$ cat src/rtl/ram_arb_pkg.sv
// ---------------------------------------------------------------------------
// ram_arb_pkg
// Shared definitions for the two-requester RAM command arbiter:
//   - command/data widths
//   - command opcodes carried in bits [9:8] of a command word
//   - arbiter FSM state encoding
// ---------------------------------------------------------------------------
package ram_arb_pkg;

    localparam int CMD_W  = 10;   // [9:8] opcode, [7:0] payload
    localparam int DATA_W = 8;    // memory read-data width

    localparam logic [1:0] OP_WR_ADDR = 2'b00;
    localparam logic [1:0] OP_WR_DATA = 2'b01;
    localparam logic [1:0] OP_RD_ADDR = 2'b10;
    localparam logic [1:0] OP_RD_DATA = 2'b11;

    typedef enum logic [1:0] {
        IDLE      = 2'd0,
        LOCKED_WR = 2'd1,
        LOCKED_RD = 2'd2,
        WAIT_RD   = 2'd3
    } arb_state_t;

endpackage

$ cat src/rtl/arb_timeout_counter.sv
// ---------------------------------------------------------------------------
// arb_timeout_counter
// Counts cycles spent in a lock state and flags the last allowed cycle.
//   clk       in   clock, rising edge
//   rst       in   synchronous active-high reset
//   i_clear   in   restart the count (asserted on every state change)
//   i_enable  in   count this cycle (a lock is being held)
//   o_expire  out  this is the LOCK_TIMEOUT-th consecutive enabled cycle
// ---------------------------------------------------------------------------
module arb_timeout_counter #(
    parameter int LOCK_TIMEOUT = 16
) (
    input  logic clk,
    input  logic rst,
    input  logic i_clear,
    input  logic i_enable,
    output logic o_expire
);

    localparam int CNT_W = (LOCK_TIMEOUT > 1) ? $clog2(LOCK_TIMEOUT) : 1;
    localparam logic [CNT_W-1:0] LAST = CNT_W'(LOCK_TIMEOUT - 1);

    logic [CNT_W-1:0] r_count;

    // NOTE: state registers use non-blocking assignments so every flop samples
    // pre-edge values; blocking here would create order-dependent simulation.
    always_ff @(posedge clk) begin
        if (rst || i_clear) begin
            r_count <= '0;
        end else if (i_enable && (r_count != LAST)) begin
            // Saturate: the owner leaves the lock on expiry, so wrapping is never needed.
            r_count <= r_count + 1'b1;
        end
    end

    // The counter reads 0 in the first cycle of a state, so LAST marks the
    // LOCK_TIMEOUT-th cycle held.
    assign o_expire = i_enable && (r_count == LAST);

endmodule

$ cat src/rtl/ram_arbiter.sv
// ---------------------------------------------------------------------------
// ram_arbiter
// Arbitrates two command requesters onto one memory command port. A write
// (addr then data) or read (addr then data, then wait for memory data) locks
// the port to one requester until it completes, misbehaves for too long, or
// reset intervenes.
//   clk            in   clock, rising edge
//   rst            in   synchronous active-high reset
//   r0/r1_valid    in   requester command valid
//   r0/r1_data     in   command word, [9:8] opcode, [7:0] payload
//   r0/r1_ready    out  command accepted when valid && ready
//   r0/r1_rsp_*    out  one-cycle read-data pulse and its data
//   r0/r1_err      out  one-cycle protocol / timeout error pulse
//   ram_din        out  command to memory
//   ram_rx_valid   out  command strobe to memory
//   ram_dout       in   memory read data
//   ram_tx_valid   in   memory read-data strobe
//   owner          out  one-hot lock holder, 00 when idle
// ---------------------------------------------------------------------------
module ram_arbiter
    import ram_arb_pkg::*;
#(
    parameter int LOCK_TIMEOUT = 16
) (
    input  logic              clk,
    input  logic              rst,
    input  logic              r0_valid,
    input  logic [CMD_W-1:0]  r0_data,
    output logic              r0_ready,
    output logic              r0_rsp_valid,
    output logic [DATA_W-1:0] r0_rsp_data,
    output logic              r0_err,
    input  logic              r1_valid,
    input  logic [CMD_W-1:0]  r1_data,
    output logic              r1_ready,
    output logic              r1_rsp_valid,
    output logic [DATA_W-1:0] r1_rsp_data,
    output logic              r1_err,
    output logic [CMD_W-1:0]  ram_din,
    output logic              ram_rx_valid,
    input  logic [DATA_W-1:0] ram_dout,
    input  logic              ram_tx_valid,
    output logic [1:0]        owner
);

    arb_state_t        r_state;
    arb_state_t        w_state_next;
    logic [1:0]        r_owner;
    logic              r_prio_r1;      // 1: r1 wins the next tie
    logic [CMD_W-1:0]  r_ram_din;
    logic              r_ram_rx_valid;
    logic [1:0]        r_rsp_valid;
    logic [DATA_W-1:0] r_rsp_data;
    logic [1:0]        r_err;

    logic [1:0]        w_valid;
    logic [1:0]        w_ready;
    logic [1:0]        w_accept;
    logic              w_any_accept;
    logic [CMD_W-1:0]  w_cmd;
    logic [1:0]        w_op;
    logic              w_fwd;
    logic [1:0]        w_err;
    logic [1:0]        w_rsp;
    logic              w_expire;
    logic              w_timer_clear;
    logic              w_timer_enable;

    assign w_valid      = {r1_valid, r0_valid};
    assign w_accept     = w_valid & w_ready;
    assign w_any_accept = |w_accept;
    // At most one requester is ready, so the accepted word is unambiguous.
    assign w_cmd        = w_accept[1] ? r1_data : r0_data;
    assign w_op         = w_cmd[CMD_W-1 -: 2];

    // Ready: in IDLE only the arbitration winner among valid requesters,
    // in a lock only the owner, never while waiting for read data.
    // NOTE: every always_comb output gets a default first so no path leaves
    // it unassigned, which would otherwise infer a latch.
    always_comb begin
        w_ready = 2'b00;
        if (!rst) begin
            unique case (r_state)
                IDLE: begin
                    if (r0_valid && (!r1_valid || !r_prio_r1)) begin
                        w_ready = 2'b01;
                    end else if (r1_valid) begin
                        w_ready = 2'b10;
                    end
                end
                LOCKED_WR, LOCKED_RD: w_ready = r_owner;
                default:              w_ready = 2'b00;
            endcase
        end
    end

    always_comb begin
        w_state_next = r_state;
        w_fwd        = 1'b0;
        w_err        = 2'b00;
        w_rsp        = 2'b00;
        unique case (r_state)
            IDLE: begin
                if (w_any_accept) begin
                    if (w_op == OP_WR_ADDR) begin
                        w_fwd        = 1'b1;
                        w_state_next = LOCKED_WR;
                    end else if (w_op == OP_RD_ADDR) begin
                        w_fwd        = 1'b1;
                        w_state_next = LOCKED_RD;
                    end else begin
                        // Data phase with no address phase: drop it.
                        w_err = w_accept;
                    end
                end
            end
            LOCKED_WR, LOCKED_RD: begin
                if (w_any_accept &&
                    (w_op == ((r_state == LOCKED_WR) ? OP_WR_DATA : OP_RD_DATA))) begin
                    w_fwd        = 1'b1;
                    w_state_next = (r_state == LOCKED_WR) ? IDLE : WAIT_RD;
                end else begin
                    // A wrong opcode and an expiry in the same cycle share one pulse.
                    if (w_any_accept || w_expire) begin
                        w_err = r_owner;
                    end
                    if (w_expire) begin
                        w_state_next = IDLE;
                    end
                end
            end
            WAIT_RD: begin
                if (ram_tx_valid) begin
                    w_rsp        = r_owner;
                    w_state_next = IDLE;
                end else if (w_expire) begin
                    w_err        = r_owner;
                    w_state_next = IDLE;
                end
            end
            default: w_state_next = IDLE;
        endcase
    end

    // Any state change restarts the timer; only lock states let it run.
    assign w_timer_clear  = (w_state_next != r_state);
    assign w_timer_enable = (r_state != IDLE);

    arb_timeout_counter #(
        .LOCK_TIMEOUT (LOCK_TIMEOUT)
    ) u_timer (
        .clk      (clk),
        .rst      (rst),
        .i_clear  (w_timer_clear),
        .i_enable (w_timer_enable),
        .o_expire (w_expire)
    );

    always_ff @(posedge clk) begin
        if (rst) begin
            r_state        <= IDLE;
            r_owner        <= 2'b00;
            r_prio_r1      <= 1'b0;
            r_ram_din      <= '0;
            r_ram_rx_valid <= 1'b0;
            r_rsp_valid    <= 2'b00;
            r_rsp_data     <= '0;
            r_err          <= 2'b00;
        end else begin
            r_state        <= w_state_next;
            r_ram_rx_valid <= w_fwd;
            r_rsp_valid    <= w_rsp;
            r_err          <= w_err;
            if (w_fwd) begin
                r_ram_din <= w_cmd;
            end
            if (|w_rsp) begin
                r_rsp_data <= ram_dout;
            end
            // Pointer moves on every IDLE grant, including dropped commands.
            if ((r_state == IDLE) && w_any_accept) begin
                r_prio_r1 <= w_accept[0];
            end
            if (w_state_next == IDLE) begin
                r_owner <= 2'b00;
            end else if (r_state == IDLE) begin
                r_owner <= w_accept;
            end
        end
    end

    assign r0_ready     = w_ready[0];
    assign r1_ready     = w_ready[1];
    assign r0_rsp_valid = r_rsp_valid[0];
    assign r1_rsp_valid = r_rsp_valid[1];
    assign r0_rsp_data  = r_rsp_data;
    assign r1_rsp_data  = r_rsp_data;
    assign r0_err       = r_err[0];
    assign r1_err       = r_err[1];
    assign ram_din      = r_ram_din;
    assign ram_rx_valid = r_ram_rx_valid;
    assign owner        = r_owner;

endmodule

$ cat config.mk
export PLATFORM = sky130hd
export DESIGN_NAME = ram_arbiter
export DESIGN_NICKNAME = d
export VERILOG_FILES = /design/src/rtl/ram_arb_pkg.sv /design/src/rtl/arb_timeout_counter.sv /design/src/rtl/ram_arbiter.sv
export SDC_FILE = /design/constraint.sdc
export NUM_CORES = 1
export LEC_CHECK = 0
export ABC_AREA = 0
export CAP_MARGIN = 20
export CORE_MARGIN = 8
export CORE_UTILIZATION = 39
export DETAILED_ROUTE_END_ITERATION = 8
export HOLD_SLACK_MARGIN = 0.05
export PLACE_DENSITY = 0.87
export SYNTH_ARGS = -nofsm -noshare
export SYNTH_HDL_FRONTEND = slang
export SYNTH_SLANG_ARGS = --single-unit
$ cat constraint.sdc
create_clock -name clk -period 2.8 [get_ports clk]
set_clock_uncertainty 0.05 [all_clocks]
set_input_delay 0.56 -clock clk [delete_from_list [all_inputs] [get_ports clk]]
set_output_delay 0.56 -clock clk [all_outputs]
set_load 0.03 [all_outputs]
### Word-level counts from Yosys, hierarchy flattened

Cells that the tools add are included.

| word-level totals | value |
|---|---|
| register bits | 32 |
| input bits | 33 |
| output and inout bits | 35 |

| cells by class | value |
|---|---|
| $add $sub $neg | 1 |
| eq/ne operators | 8 |
| mux-type cells | 29 |
| bitwise gates (word level) | 1 |
| reductions and logical operators | 18 |

Operator list:

| kind | number |
|---|---|
| $mux W2 | 20 |
| $pmux W2 S3 | 2 |
| $mux W10 | 1 |
| $reduce_or A2 Y1 | 4 |
| $eq A2 B2 Y1 const B | 3 |
| $logic_not A2 Y1 | 3 |
| $logic_and A1 B1 Y1 | 5 |
| $add A4 B1 Y4 const B | 1 |
| $eq A4 B4 Y1 const B | 1 |
| $mux W1 | 4 |
| $ne A4 B4 Y1 const B | 1 |
| $pmux W2 S2 | 1 |
| $logic_or A1 B1 Y1 | 3 |
| $and A2 B2 Y2 | 1 |
| $eq A2 B1 Y1 const B | 1 |
| $eq A2 B2 Y1 | 1 |
| $logic_not A1 Y1 | 2 |
| $ne A2 B2 Y1 | 1 |
| $pmux W1 S2 | 1 |
| $reduce_bool A2 Y1 | 1 |

### Depth between registers and ports, before layout

Gate-level depths: netlist (run 1).

| logic depth | value |
|---|---|
| word-level depth | 15 |
| depth in mapped cells | 12 |
| mapped depth without buffers | 10 |

### Cells and area by module

Synthesis (run 1) repeated with hierarchy kept, for this count alone.

| second synthesis, totals | value |
|---|---|
| cell total of the unflattened synthesis | 209 |
| area, all modules | 1915.6 um^2 |

Modules (own cells, without submodules):

| module | times used | cells an instance | area each (um^2) | sequential area each (um^2) |
|---|---|---|---|---|
| ram_arbiter | 1 | 186 | 1724.2 | 560.5 |
| arb_timeout_counter | 1 | 23 | 191.4 | 80.1 |

### Worst setup path before layout (run 1)

No wires, ideal clock.

| timing | value |
|---|---|
| path type | register to register |
| from | reg r_state[0] |
| to | reg u_timer.r_count[1] |
| arrival time | 2.485 ns |
| path slack | 0.144 ns |
| cell stages (with the launch flop) | 12 |
| path buffers | 1 |
| period minus slack after synthesis | 2.656 ns |
| path through | dfxtp_1 inv_1 ha_1 buf_2 nand3_2 o21ai_4 and3_4 or2_1 a311o_1 or4_1 nand4b_1 nor3b_1 |

| on the way | value |
|---|---|
| longest elaborated chain between the ends | 13 |
| elaborated cells on any way between the ends | 28 |

RTL lines:

| element | line | RTL |
|---|---|---|
| start, declared | ram_arbiter.sv:46 | `arb_state_t r_state;` |
| start signal, assigned | ram_arbiter.sv:170 | `r_state <= w_state_next;` |
| $eq A2 B1 Y1 / $eq A2 B2 Y1 (equally long branches) | - |  |
| $reduce_or A2 Y1 | ram_arbiter.sv:83, ram_arbiter.sv:102 |  |
| $pmux W2 S2 | ram_arbiter.sv:83 | `unique case (r_state)` |
| $mux W2 | ram_arbiter.sv:82 | `if (!rst) begin` |
| $and A2 B2 Y2 | ram_arbiter.sv:70 | `assign w_accept = w_valid & w_ready;` |
| $mux W10 | ram_arbiter.sv:73 | `assign w_cmd = w_accept[1] ? r1_data : r0_data;` |
| $eq A2 B2 Y1 | ram_arbiter.sv:108 | `end else if (w_op == OP_RD_ADDR) begin` |
| $mux W2 | ram_arbiter.sv:108 |  |
| $mux W2 | ram_arbiter.sv:105 | `if (w_op == OP_WR_ADDR) begin` |
| $mux W2 | ram_arbiter.sv:104 | `if (w_any_accept) begin` |
| $pmux W2 S3 | ram_arbiter.sv:102 | `unique case (r_state)` |
| $ne A2 B2 Y1 | ram_arbiter.sv:146 | `assign w_timer_clear = (w_state_next != r_state);` |
| $logic_or A1 B1 Y1 | arb_timeout_counter.sv:28 | `if (rst \|\| i_clear) begin` |
| end signal, assigned | arb_timeout_counter.sv:32 | `r_count <= r_count + 1'b1;` |
| end, declared | arb_timeout_counter.sv:23 | `logic [CNT_W-1:0] r_count;` |

Several ways; a longest one is shown, not always the timed one.
A chain may end at the register's enable or synchronous reset.

### Worst setup path in the final report (run 1)

| timing | value |
|---|---|
| from | in r0_valid |
| to | reg u_timer.r_count[1] |

| on the way | value |
|---|---|
| longest elaborated chain between the ends | 13 |
| elaborated cells on any way between the ends | 18 |

RTL lines:

| element | line | RTL |
|---|---|---|
| start, declared | ram_arbiter.sv:27 | `input logic r0_valid,` |
| $logic_and A1 B1 Y1 | ram_arbiter.sv:85 | `if (r0_valid && (!r1_valid \|\| !r_prio_r1)) begin` |
| $mux W2 | ram_arbiter.sv:85 |  |
| $pmux W2 S2 | ram_arbiter.sv:83 |  |
| $mux W2 | ram_arbiter.sv:82 |  |
| $and A2 B2 Y2 (*) | ram_arbiter.sv:70 |  |
| $mux W10 | ram_arbiter.sv:73 |  |
| $eq A2 B2 Y1 | ram_arbiter.sv:108 |  |
| $mux W2 | ram_arbiter.sv:108 |  |
| $mux W2 | ram_arbiter.sv:105 |  |
| $mux W2 | ram_arbiter.sv:104 |  |
| $pmux W2 S3 (*) | ram_arbiter.sv:102 |  |
| $ne A2 B2 Y1 (*) | ram_arbiter.sv:146 |  |
| $logic_or A1 B1 Y1 (*) | arb_timeout_counter.sv:28 |  |

Every way passes the cells marked *; elsewhere a longest branch is shown, timed or not.

==> results of run 1 <==
final timing paths:
| check | end | slack, ps | depth (start not counted) | start |
|---|---|---|---|---|
| min | ram_din[2] | 450 | 2 | ram_din[2] |
| min reg2reg | ram_din[2] | 450 | 2 | ram_din[2] |
| max | u_timer.r_count[1] | 50 | 9 | r0_valid |
| max reg2reg | u_timer.r_count[1] | 120 | 11 | r_state[0] |
worst min-delay path, delay by kind of cell, from the launching register on:
family,cells,cell delay (ps)
compound gates,1,50
flops,1,310
simple gates,1,90
power groups by stage:
stage	Sequential [mW]	Combinational, mW	Clock (mW)
floorplan	0.681	0.527	0
global placement	0.585	1.02	0
detailed placement	0.586	1.04	0
CTS	0.579	1.05	0.441
global route	0.590	1.14	0.464
finish	0.580	1.07	0.431
cell type report:
| type | instances | area (um2) |
|---|---|---|
| Clock inverter | 2 | 35.0 |
| Timing Repair Buffer | 90 | 851 |
| Fill cell | 358 | 1660 |
| Multi-Input combinational cell | 158 | 990 |
| Clock buffer | 6 | 72.6 |
| Tap cell | 52 | 65.1 |
| Sequential cell | 32 | 641 |
| Inverter | 4 | 15.0 |
cell usage after synthesis (all sizes together) (2+ instances only):
master,n
buf,9
nor3,3
and3,3
o21a,3
nor2,35
a211oi,2
a21oi,6
inv,4
and2,2
o211ai,4
dfxtp,32
or2,3
o2bb2ai,2
mux2i,9
nor3b,3
a31oi,4
nand3,12
a311oi,8
o21ai,8
clkbuf,9
xnor2,2
nor2b,3
o31ai,2
nand2,22
ha,4
stage by stage:
stage / hold slack [ps] / setup slack [ps] / area [um2] / total power [mW]
6_report: 450 / 53.6 / 2670 / 2.08
5_1_grt: 474 / 1.66 / 2670 / 2.20
4_1_cts: 458 / 92.4 / 2660 / 2.07
3_5_place_dp: 449 / -205 / 2560 / 1.62
3_3_place_gp: 433 / -141 / 2560 / 1.60
2_1_floorplan: 466 / 144 / 1740 / 1.21
flip-flops by register name, summed over array words and instances (netlist names):
register / count
owner: 2
r0_rsp_data: 8
r_err: 2
r_prio_r1: 1
r_rsp_valid: 2
r_state: 2
ram_din: 10
ram_rx_valid: 1
u_timer.r_count: 4
metal layers:
| layer | wire length, um | track usage | vias to the layer above |
|---|---|---|---|
| met5 | 0 | 0 | - |
| met4 | 82 | 0.0672 | 0 |
| met3 | 484 | 0.0485 | 11 |
| met2 | 2780 | 0.284 | 95 |
| met1 | 2200 | 0.180 | 861 |
| li1 | - | - | 915 |
logic make-up after synthesis:
logic type / synth area share
AND/OR/NAND/NOR: 0.262
AO/OA/AOI/OAI: 0.209
flip-flops: 0.368
buffers and inverters: 0.0655
multiplexers: 0.0518
adder cells (fa/ha/maj): 0.0288
XOR/XNOR: 0.0151
==> impl_metrics.tcl, run 1 <==
set metrics [dict create \
    switching_power_uw 824 \
    diodes 0 \
    start_kind "input pin" \
    synth_edf_count 0 \
    clk_pin_slew_ps 70 \
    yosysUniqueCellTypes 51 \
    routedWlPerCell_um 16.1 \
    cts_sinks 32 \
    required_ps 2920 \
    p_leak_nw 1.09 \
    routed_wl_mm 5.55 \
    post_cts_buffers 0 \
    synth_top_area_cell "dfxtp_1" \
    status "finished, final reports clean" \
    area_growth_pct 53.5 \
    slew_viol_final 0 \
    die_h_um 82.8 \
    grt_use_total 0.163 \
    hold_buffers 0 \
    grt_pass1_wl_mm 8.67 \
    start_util 0.402 \
    routed_via_density 5.47 \
    path_delay_family "simple AND/OR/NAND/NOR gates" \
    cts_resized 0 \
    cap_violations 0 \
    finalHoldViolCount 0 \
    antenna_found_initial 0 \
    internal_power_mw 1.25 \
    hold_class "flop to flop" \
    ant_nets 0 \
    cp_slowest_cell "clkdlybuf4s50_1" \
    rows 24 \
    avgSynthCellArea_um2 8.20 \
    fp.dieW_um 82.8 \
    fin_crit_sh 0.981 \
    async_flop_share 0 \
    cts_buffers 5 \
    critPathCaptureType "flop" \
    slew_headroom 0.296 \
    ys_ff_latch 32 \
    ir_drop_uv 309 \
    io_buffers 67 \
    core_area_um2 4320 \
    timing.setup.tns_ps 0 \
    cts.path.max_buffers 2 \
    dr.pass1.iters 4 \
    setup-violations-final 0 \
    p_comb_frac 0.513 \
    synthTopCellsByArea "dfxtp_1 (37%), nor2_1 (7.3%), mux2i_1 (5.2%)" \
    dp_cells 336 \
    crit_buf_inv 1 \
    drt_iter0_drc 165 \
    place_hpwl_mm 4.32 \
    worstPathArrival_ps 2860 \
    instances_no_fill 344 \
    final_common_cell "clkdlybuf4s50_1" \
    cts-root-buf "clkbuf_8" \
    swShare 0.397 \
    gp_congestion 0.886 \
    path_cells "clkdlybuf4s50_1 > and2b_4 > o21ai_4 > and3_4 > or2_1 > a311o_1 > or4_1 > nand4b_1 > nor3b_1" \
    synth_cells 212 \
    cts_tree "built" \
    overflow 0 \
    yosysSeqAreaShare 0.368 \
    drcViolationCount 0 \
    finish.net_count 328 \
    htree_levels 2 \
    tightest_slew_ps 1050 \
    critical_path_class "input pin to flop" \
    mostFrequentLayoutCells "clkdlybuf4s50_1 (65), nor2_1 (34), dfxtp_1 (32)" \
    synth_area_um2 1740 \
    synth_fp_nets 249 \
    worstPathMaxFanout 4 \
    fin_util 0.617 \
    rsz0062_at_grt "no" \
    yosys.area.top_type_share 0.368 \
    synthFlopType "dfxtp_1" \
    io_pins 68 \
    die-area_um2 6850 \
    grt_max_degree 29 \
    post-route-min-period_ps 2750 \
    power_density_nw_per_um2 778 \
    power_frac_seq 0.279 \
    yosysWarningCount 0 \
    fmax_mhz 364 \
    num_vias 1882 \
    slowest_delay_ps 530 \
    drive_gt1_frac 0.140 \
    pwr-share-clk 0.208 \
    grt_pass1_vias 1895 \
    clock_latency_ps 280 \
]
Power figures use the tool's default switching activity.
==> run 2, diff against run 1 <==
Settings changed: SKIP_CTS_REPAIR_TIMING from default to 1.
==> results of run 2 <==
The final DEF is identical to that of run 1; final timing and power are the same.
==> run 3, diff against run 2 <==
Settings changed: CTS_CLUSTER_DIAMETER from default to 120.
==> results of run 3 <==
The final DEF is identical to that of run 1; final timing and power are the same.
